### src/rtl/mult_pkg.sv
// rtl/mult_pkg.sv - shared FSM state and radix-4 Booth digit select codes
package mult_pkg;

    typedef enum logic [1:0] {
        ST_IDLE = 2'd0,
        ST_BUSY = 2'd1,
        ST_DONE = 2'd2
    } state_t;

    typedef enum logic [2:0] {
        SEL_ZERO = 3'd0,
        SEL_POS1 = 3'd1,
        SEL_POS2 = 3'd2,
        SEL_NEG1 = 3'd3,
        SEL_NEG2 = 3'd4
    } booth_sel_t;

    // Window is {b[2i+1], b[2i], b[2i-1]}
    function automatic booth_sel_t booth_decode(input logic [2:0] win);
        booth_sel_t sel;
        case (win)
            3'b001, 3'b010: sel = SEL_POS1;
            3'b011:         sel = SEL_POS2;
            3'b100:         sel = SEL_NEG2;
            3'b101, 3'b110: sel = SEL_NEG1;
            default:        sel = SEL_ZERO;
        endcase
        return sel;
    endfunction

endpackage

### src/rtl/booth4_pp_gen.sv
// rtl/booth4_pp_gen.sv - radix-4 Booth digit decode and signed partial product
module booth4_pp_gen
    import mult_pkg::*;
#(
    parameter int WIDTH = 16
) (
    input  logic [2:0]       i_window,
    input  logic [WIDTH+1:0] i_a_ext,
    output logic [WIDTH+2:0] o_pp
);

    booth_sel_t       w_sel;
    logic [WIDTH+2:0] w_a1;
    logic [WIDTH+2:0] w_a2;

    assign w_sel = booth_decode(i_window);
    // One extra bit so that +-2A of the extended multiplicand cannot overflow
    assign w_a1  = {i_a_ext[WIDTH+1], i_a_ext};
    assign w_a2  = {i_a_ext, 1'b0};

    always_comb begin
        o_pp = '0;
        case (w_sel)
            SEL_POS1: o_pp = w_a1;
            SEL_POS2: o_pp = w_a2;
            SEL_NEG1: o_pp = {(WIDTH+3){1'b0}} - w_a1;
            SEL_NEG2: o_pp = {(WIDTH+3){1'b0}} - w_a2;
            default:  o_pp = '0;
        endcase
    end

endmodule

### src/rtl/mult_booth4_seq.sv
// rtl/mult_booth4_seq.sv - sequential radix-4 Booth multiplier, one digit per cycle
module mult_booth4_seq
    import mult_pkg::*;
#(
    parameter int WIDTH = 16
) (
    input  logic                 sys_clk,
    input  logic                 sys_rst,
    input  logic                 in_valid,
    output logic                 in_ready,
    input  logic                 SIGNED_MODE,
    input  logic [WIDTH-1:0]     A_NUM,
    input  logic [WIDTH-1:0]     B_NUM,
    output logic                 out_valid,
    input  logic                 out_ready,
    output logic [2*WIDTH-1:0]   C_NUM
);

    localparam int NDIG  = WIDTH / 2 + 1;
    localparam int ACC_W = 2 * WIDTH + 2;
    localparam int CNT_W = $clog2(NDIG + 1);
    localparam logic [CNT_W-1:0] LAST_DIG = CNT_W'(NDIG - 1);

    state_t             r_state;
    logic               r_in_ready;
    logic               r_out_valid;
    logic [WIDTH+1:0]   r_a_ext;
    logic [WIDTH+2:0]   r_b_win;
    logic [ACC_W-1:0]   r_acc;
    logic [CNT_W-1:0]   r_cnt;
    logic [2*WIDTH-1:0] r_c;

    logic               w_accept;
    logic [1:0]         w_a_sx;
    logic [1:0]         w_b_sx;
    logic [WIDTH+2:0]   w_pp;
    logic [ACC_W-1:0]   w_pp_wide;
    logic [ACC_W-1:0]   w_pp_shift;
    logic [ACC_W-1:0]   w_acc_next;

    assign w_accept = (r_state == ST_IDLE) && in_valid;
    assign w_a_sx   = {2{SIGNED_MODE & A_NUM[WIDTH-1]}};
    assign w_b_sx   = {2{SIGNED_MODE & B_NUM[WIDTH-1]}};

    booth4_pp_gen #(.WIDTH(WIDTH)) u_pp_gen (
        .i_window (r_b_win[2:0]),
        .i_a_ext  (r_a_ext),
        .o_pp     (w_pp)
    );

    assign w_pp_wide  = {{(ACC_W-WIDTH-3){w_pp[WIDTH+2]}}, w_pp};
    assign w_pp_shift = w_pp_wide << {r_cnt, 1'b0};
    assign w_acc_next = r_acc + w_pp_shift;

    // Operand storage: the multiplier is kept with an implicit 0 below its LSB
    // and shifted two bits per retired digit so the window is always [2:0].
    always_ff @(posedge sys_clk) begin
        if (w_accept) begin
            r_a_ext <= {w_a_sx, A_NUM};
            r_b_win <= {w_b_sx, B_NUM, 1'b0};
        end else if (r_state == ST_BUSY) begin
            r_b_win <= r_b_win >> 2;
        end
    end

    always_ff @(posedge sys_clk) begin
        if (sys_rst) begin
            r_state     <= ST_IDLE;
            r_in_ready  <= 1'b1;
            r_out_valid <= 1'b0;
            r_acc       <= '0;
            r_cnt       <= '0;
            r_c         <= '0;
        end else begin
            case (r_state)
                ST_IDLE: begin
                    if (in_valid) begin
                        r_state    <= ST_BUSY;
                        r_in_ready <= 1'b0;
                        r_acc      <= '0;
                        r_cnt      <= '0;
                    end
                end
                ST_BUSY: begin
                    r_acc <= w_acc_next;
                    r_cnt <= r_cnt + CNT_W'(1);
                    if (r_cnt == LAST_DIG) begin
                        r_state     <= ST_DONE;
                        r_out_valid <= 1'b1;
                        r_c         <= w_acc_next[2*WIDTH-1:0];
                    end
                end
                ST_DONE: begin
                    if (out_ready) begin
                        r_state     <= ST_IDLE;
                        r_out_valid <= 1'b0;
                        r_in_ready  <= 1'b1;
                    end
                end
                default: begin
                    r_state     <= ST_IDLE;
                    r_in_ready  <= 1'b1;
                    r_out_valid <= 1'b0;
                end
            endcase
        end
    end

    assign in_ready  = r_in_ready;
    assign out_valid = r_out_valid;
    assign C_NUM     = r_c;

endmodule

### config.mk
export PLATFORM = sky130hd
export DESIGN_NAME = mult_booth4_seq
export DESIGN_NICKNAME = d
export VERILOG_FILES = /design/src/rtl/mult_pkg.sv /design/src/rtl/booth4_pp_gen.sv /design/src/rtl/mult_booth4_seq.sv
export SDC_FILE = /design/constraint.sdc
export NUM_CORES = 1
export LEC_CHECK = 0
export ABC_AREA = 1
export BUFFER_PORTS_ARGS = -buffer_cell sky130_fd_sc_hd__buf_2
export CAP_MARGIN = 20
export CORE_UTILIZATION = 37
export DETAILED_ROUTE_END_ITERATION = 10
export PLACE_DENSITY_LB_ADDON = 0.05
export SLEW_MARGIN = 20
export SYNTH_ARGS = -nofsm -noshare
export SYNTH_HDL_FRONTEND = slang
export SYNTH_SLANG_ARGS = --single-unit
### constraint.sdc
create_clock -name sys_clk -period 3.8 [get_ports sys_clk]
set_input_delay 0.57 -clock sys_clk [delete_from_list [all_inputs] [get_ports sys_clk]]
set_output_delay 0.57 -clock sys_clk [all_outputs]
set_load 0.005 [all_outputs]
Word-level counts from Yosys, hierarchy flattened
Index checks and enable logic that the tools add are counted.
{ "totals": {"inputBits": 37, "reg_bits": 110, "out_inout_bits": 34, "wordCells": 63} }
{ "op_classes": {"n_bitwise": 4, "n_mux": 18, "shift": 1, "n_eq_ne": 16, "reduce_logical": 11, "add_sub_neg": 4} }
{ "op_table": {"columns": ["cell", "n"], "rows": [
  ["case mux 19 bit (4 select lines)", 1],
  ["case mux 34 bit (2 select lines)", 1],
  ["two-way mux 19 bit", 2],
  ["adder 34 bit", 1],
  ["two-way mux 34 bit", 1],
  ["<< shifter 34 x 5 -> 34 bit", 1],
  ["subtractor 1 x 18 -> 19 bit (first input constant)", 1],
  ["subtractor 1 x 17 -> 18 bit (first input constant)", 1],
  ["== test 3 x 2 -> 1 bit (second input constant)", 4],
  ["== test 3 bit (second input constant)", 4],
  ["case mux 3 bit (4 select lines)", 1],
  ["AND reduction 3 bit", 3],
  ["case mux 4 bit (2 select lines)", 1],
  ["== test 3 x 1 -> 1 bit (second input constant)", 2],
  ["two-way mux 2 bit", 3],
  ["case mux 1 bit (3 select lines)", 2],
  ["case mux 2 bit (3 select lines)", 1],
  ["adder 4 x 1 -> 4 bit (second input constant)", 1],
  ["== test 4 bit (second input constant)", 1],
  ["two-way mux 1 bit", 4],
  ["two-way mux 4 bit", 1],
  ["!= test 2 bit (second input constant)", 2],
  ["AND reduction 2 bit", 2],
  ["nonzero test 2 bit", 2],
  ["other kinds (8)", 11]
]} }

Depth between registers and ports, before layout
{ "logic_depth": {"ltp_word": 8, "mapped_depth": 34, "mapped_depth_nobuf": 34} }

Modules after synthesis
Synthesis repeated with hierarchy kept, for this count alone.
{ "unflattened": {"cells_unflattened": 1266, "hier_area_um2": 8092.8} }
{ "by_module_without_submodules": {"columns": ["module", "seq_area_each_um2", "cells_each", "area_each_um2", "n_inst"], "rows": [
  ["mult_booth4_seq", 2482.4, 1067, 7106.8, 1],
  ["booth4_pp_gen", 0.0, 199, 985.9, 1]
]} }

Worst setup path before layout
Ideal clock, no wire load.
{ "synth_timing": {"path_kind": "register to register", "startpoint": "register r_a_ext[0]", "endpoint": "register r_c[22] (netlist: C_NUM[22])", "t_required_ps": 3685, "setup_ps": 115, "period_less_slack_ps": 3456, "setup_slack_ps": 344, "arrival_time_ps": 3341, "n_path_buf": 0, "stages_incl_launch_ff": 28, "cell_sequence": "edfxtp_1 > inv_1 > ha_1 > nand2_1 > nor2_2 > nand2_1 > nand2_1 > nor2_1 > nor3_1 > nand2_1 > o21ai_1 > o21ai_1 > o21ai_0 > nor2_1 > ha_1 > nand2_1 > nor2_1 > o21ai_0 > o211ai_1 > a21oi_1 > inv_1 > nand2_1 > nand2_1 > nand2_1 > nand2_1 > xor2_1 > o21ai_0 > inv_1"} }
{ "synth_via": {"elab_chain_len": 4, "word_cells_on_any_way": 5, "classes_between": "add/sub: 3; shift: 1; mux: 1"} }
{ "synth_lines": {"columns": ["element", "line", "rtl"], "rows": [
  ["start, declared", "mult_booth4_seq.sv:27", "logic [WIDTH+1:0] r_a_ext;"],
  ["start signal, assigned", "mult_booth4_seq.sv:59", "r_a_ext <= {w_a_sx, A_NUM};"],
  ["subtractor 1 x 18 -> 19 bit or subtractor 1 x 17 -> 18 bit (tied branches)", "booth4_pp_gen.sv:27, booth4_pp_gen.sv:26", null],
  ["case mux 19 bit (4 select lines) *", "booth4_pp_gen.sv:23", "case (w_sel)"],
  ["<< shifter 34 x 5 -> 34 bit *", "mult_booth4_seq.sv:52", "assign w_pp_shift = w_pp_wide << {r_cnt, 1'b0};"],
  ["adder 34 bit *", "mult_booth4_seq.sv:53", "assign w_acc_next = r_acc + w_pp_shift;"],
  ["end signal, assigned", "mult_booth4_seq.sv:90", "r_c <= w_acc_next[2*WIDTH-1:0];"],
  ["end, declared", "mult_booth4_seq.sv:31", "logic [2*WIDTH-1:0] r_c;"]
]} }
Mark *: on every way between the ends. The rest lies on a longest branch, timed or not.
A chain may end at the register's enable or synchronous reset.

Worst setup path in the final report
{ "layout_timing": {"startpoint": "register r_a_ext[0]", "endpoint": "register r_acc[30]"} }
{ "layout_via": {"elab_chain_len": 5, "word_cells_on_any_way": 6, "classes_between": "add/sub: 3; shift: 1; mux: 2"} }
{ "layout_lines": {"columns": ["element", "line", "rtl"], "rows": [
  ["subtractor 1 x 18 -> 19 bit or subtractor 1 x 17 -> 18 bit (tied branches)", "booth4_pp_gen.sv:27, booth4_pp_gen.sv:26", null],
  ["case mux 19 bit (4 select lines) *", "booth4_pp_gen.sv:23", null],
  ["<< shifter 34 x 5 -> 34 bit *", "mult_booth4_seq.sv:52", null],
  ["adder 34 bit *", "mult_booth4_seq.sv:53", null],
  ["case mux 34 bit (2 select lines) *", "mult_booth4_seq.sv:75", "case (r_state)"],
  ["end signal, assigned", "mult_booth4_seq.sv:85", "r_acc <= w_acc_next;"],
  ["end, declared", "mult_booth4_seq.sv:29", "logic [ACC_W-1:0] r_acc;"]
]} }
Marks and branches as above.

==> impl_metrics.prom <==
# TYPE chip_impl_metric gauge
chip_impl_info{name="outcome",value="finished, violations left"} 1
chip_impl_info{name="failing_checks",value="negative setup slack"} 1
chip_impl_metric{name="timing.slew.headroom",unit="%"} 19.3
chip_impl_metric{name="final_critical_path_setup_slack",unit="ns"} -0.113
chip_impl_info{name="most-common-layout-cells",value="nand2_1 (222), buf_4 (198), nor2_1 (112)"} 1
chip_impl_metric{name="leak_pwr",unit="nW"} 5.22
chip_impl_metric{name="number_of_stages_on_the_worst_hold_path",unit=""} 1
chip_impl_metric{name="synth_cells",unit=""} 1116
chip_impl_metric{name="met1_usage",unit="%"} 36.0
chip_impl_metric{name="placementRows",unit=""} 51
chip_impl_info{name="setup.worst_path.start_class",value="register"} 1
chip_impl_metric{name="wl",unit="µm"} 25300
chip_impl_metric{name="post-dp-hpwl",unit="µm"} 17800
chip_impl_info{name="unrepaired_setup_endpoints_after_global_routing",value="true"} 1
chip_impl_metric{name="post_synth_num_cell_types",unit=""} 48
chip_impl_metric{name="grt_pass1_vias",unit=""} 7608
chip_impl_metric{name="cellPowerDensity",unit="nW/µm²"} 422
chip_impl_metric{name="numClockSinks",unit=""} 107
chip_impl_metric{name="grt_pass1_wl",unit="µm"} 39500
chip_impl_metric{name="final_number_of_hold_violating_endpoints",unit=""} 0
chip_impl_metric{name="grt_max_degree",unit=""} 41
chip_impl_metric{name="cts.reportedPaths.clkPinSlew",unit="ns"} 0.09
chip_impl_metric{name="cts_made_buffers",unit=""} 9
chip_impl_metric{name="ant_nets",unit=""} 0
chip_impl_metric{name="n_antenna_cell",unit=""} 0
chip_impl_metric{name="layout-drive-gt1-share",unit="%"} 41.6
chip_impl_metric{name="coreArea",unit="µm²"} 19600
chip_impl_metric{name="finish.instance_area",unit="µm²"} 11300
chip_impl_info{name="origin_of_the_worst_min_delay_path",value="A_NUM[3]"} 1
chip_impl_metric{name="postSynthRegisterBits",unit=""} 107
chip_impl_metric{name="initial_core_utilization",unit="%"} 38.0
chip_impl_metric{name="critPathRequiredTime",unit="ns"} 4.10
chip_impl_metric{name="post-route-util",unit="%"} 57.9
chip_impl_metric{name="vdd_drop_max",unit="µV"} 233
chip_impl_metric{name="synth_enable_flop_cells",unit=""} 34
chip_impl_info{name="hp-class",value="input port to register"} 1
chip_impl_metric{name="routabilityCongestion",unit=""} 0.919
chip_impl_metric{name="r2r_setup_slack",unit="ns"} -0.11
chip_impl_info{name="grt_most_used_layer",value="met1"} 1
chip_impl_metric{name="globalRoute.totalOverflow",unit=""} 0
chip_impl_info{name="final_common_cell",value="nand2_1"} 1
chip_impl_metric{name="grt_antenna_before_repair",unit=""} 1
chip_impl_metric{name="power",unit="W"} 0.00478
chip_impl_metric{name="drv_cap",unit=""} 0
chip_impl_metric{name="yosysWarningCount",unit=""} 0
chip_impl_metric{name="avgRoutedWirePerCell",unit="µm"} 15.5
chip_impl_metric{name="insertion_delay",unit="ns"} 0.37
chip_impl_metric{name="dp_worst_setup_slack",unit="ns"} -0.346
chip_impl_metric{name="number_of_endpoints_failing_setup_at_the_final_stage",unit=""} 11
chip_impl_metric{name="dieHeight",unit="µm"} 144
chip_impl_metric{name="worst_clock_skew",unit="ns"} 0.0115
chip_impl_metric{name="detail_route.iter0.violations",unit=""} 484
chip_impl_metric{name="cts_max_path_buffers",unit=""} 2
chip_impl_metric{name="fmaxAchievable",unit="MHz"} 256
chip_impl_metric{name="cts_stage_hold_buffer_count",unit=""} 0
chip_impl_metric{name="detailed_place.area",unit="µm²"} 9290
chip_impl_metric{name="ys_seq_area_share",unit="%"} 33.3
chip_impl_metric{name="final.hold.worst_slack",unit="ns"} 0.369
chip_impl_metric{name="port-buffer-count",unit=""} 70
chip_impl_metric{name="drt-vias-per-instance",unit=""} 5.06
chip_impl_info{name="timing.setup.critical_path_class",value="register to register"} 1
chip_impl_metric{name="cp_data_arrival_time",unit="ns"} 4.21
chip_impl_metric{name="drt_first_pass_iters",unit=""} 5
chip_impl_metric{name="nets",unit=""} 1436
chip_impl_info{name="crit-reg2reg-capture",value="r_acc[30]"} 1
chip_impl_metric{name="total_die_area",unit="µm²"} 20700
chip_impl_info{name="clock_tree.root_cell",value="clkbuf_16"} 1
chip_impl_metric{name="asyncSetResetFlopFracSynth",unit="%"} 0
chip_impl_metric{name="ctsHtreeMaxLevel",unit=""} 3
chip_impl_metric{name="postSynthAreaPerCell",unit="µm²"} 6.68
chip_impl_metric{name="period_share",unit="%"} 103
chip_impl_metric{name="track_usage",unit="%"} 24.7
chip_impl_info{name="hold_end",value="r_a_ext[3]"} 1
chip_impl_metric{name="syn_to_final_growth",unit="%"} 52.1
chip_impl_metric{name="grt_util_met2",unit="%"} 36.0
chip_impl_info{name="critical_path.reg2reg.startpoint",value="r_a_ext[0]"} 1
chip_impl_metric{name="dieWidth",unit="µm"} 144
chip_impl_metric{name="worst-path-max-fanout",unit=""} 3
chip_impl_metric{name="number_of_vias_in_the_routed_layout",unit=""} 8263
chip_impl_metric{name="timing.final.max_slew_violations",unit=""} 0
chip_impl_metric{name="max_slew.worst_pin.slew",unit="ns"} 1.21
chip_impl_info{name="setup.worst_path.end_class",value="register"} 1
chip_impl_info{name="dominant_register_cell_in_the_synthesized_netlist",value="dfxtp_1"} 1
chip_impl_metric{name="num_io_pins",unit=""} 71
chip_impl_metric{name="met3_global_route_usage",unit="%"} 4.77
chip_impl_metric{name="synthesis.area",unit="µm²"} 7450
chip_impl_metric{name="timing.reg2reg.worst_path_depth",unit=""} 25
chip_impl_metric{name="synth_nets",unit=""} 1188
chip_impl_metric{name="layout_min_cycle_time",unit="ns"} 3.91
chip_impl_metric{name="route.detailed.drc",unit=""} 0
chip_impl_info{name="cts_tree",value="done"} 1
==> state kept, by name, summed over array words and instances, names as in the netlist <==
name,flops
r_cnt,4
C_NUM,32
r_acc,32
in_ready,1
r_a_ext,17
out_valid,1
r_state,2
r_b_win,18
==> worst max-delay path, cell delays in order (launching register included) <==
cell	delay [ns]
edfxtp_1	0.40
inv_2	0.10
buf_6	0.10
ha_4	0.16
nand3_4	0.12
nor2_4	0.18
nand2_2	0.07
nand3_1	0.12
nand4_1	0.20
nand3_2	0.15
a21oi_2	0.09
a31oi_1	0.17
buf_4	0.16
o21ai_0	0.10
ha_1	0.38
buf_4	0.13
nand2_1	0.07
nor3_2	0.19
nand3_1	0.16
a21oi_2	0.15
nor4_2	0.05
nand2_1	0.08
xor2_1	0.14
buf_4	0.16
nand2_1	0.05
a21oi_1	0.15
==> power breakdown <==
part	internal (W)	total [W]	leakage [nW]	switching (W)
combinational	0.00114	0.00245	4.14	0.00131
clock	0.000477	0.00101	0.151	0.000531
sequential	0.00126	0.00132	0.929	0.0000584
==> cells by family after synthesis <==
family | share of synthesized area, %
AO/OA/AOI/OAI | 17.9
XOR/XNOR | 3.41
adder cells (fa/ha/maj) | 5.98
buffers and inverters | 8.33
flip-flops | 33.3
multiplexers | 0.269
AND/OR/NAND/NOR | 30.8
==> stage by stage <==
| step | instances | TNS [ns] |
|---|---|---|
| after global routing | 1634 | -8.39 |
| after detailed placement | 1579 | -7.33 |
| after floorplan | 1116 | 0 |
| after CTS | 1617 | -0.0145 |
| final | 1634 | -0.352 |
| after global placement | 1579 | -5.86 |
==> synthesized netlist by cell type (4+ instances only) <==
cell type  number  share of area [%]
o21ai_0        71                4.8
nand3_1        79                5.3
nor2_2          4               0.34
a21oi_1        83                5.6
nand2_2         6               0.50
dfxtp_1        73                 20
a21o_1          5               0.50
ha_1           34                5.7
nand4_1        11               0.92
nand2_1       279                 14
buf_2           4               0.27
inv_1         106                5.3
o22ai_1        11               0.92
edfxtp_1       34                 14
inv_2           9               0.45
nor2_1        141                7.1
xor2_1         23                2.7
a31oi_1         7               0.59
o21bai_1        4               0.40
clkbuf_1       29                1.5
xnor2_1         6               0.71
o21a_1          5               0.50
o21ai_1        17                1.1
a22o_1         14                1.6
or2_1           5               0.42
buf_1           8               0.40
nor3_1         12               0.81
==> worst max-delay path by stage <==
stage	from	endpoint	slack [ns]	cells after the start
floorplan	r_a_ext[0]	C_NUM[22]	0.34	27
global placement	r_b_win[1]	r_acc[26]	-0.31	27
detailed placement	r_a_ext[0]	r_acc[22]	-0.35	28
global route	r_a_ext[0]	C_NUM[31]	-0.32	33
CTS	r_b_win[1]	r_acc[22]	-0.01	30
finish	r_a_ext[0]	r_acc[30]	-0.11	25
==> area by class of cell <==
cell class | count | area (µm²)
fillers | 1905 | 8260
multi-input cells | 848 | 5750
flip-flops and latches | 107 | 2480
repair buffers | 281 | 2020
inverters | 117 | 442
well taps | 265 | 332
clock buffers | 9 | 225
clock inverters | 7 | 86.3
==> per-layer routing <==
metal / wire length [µm] / part of all wire (%)
met2: 11000 / 43
met5: 0 / 0
met3: 1360 / 5.4
met1: 12600 / 50
met4: 381 / 1.5
==> what timing repair did <==
action	CTS	global route
resized for setup	130	227
pin swaps	57	106
buffers inserted	22	21
endpoints found under the hold margin	0	0
endpoints found under the setup margin	42	48
Note: power is estimated with default switching activity, not from simulation.
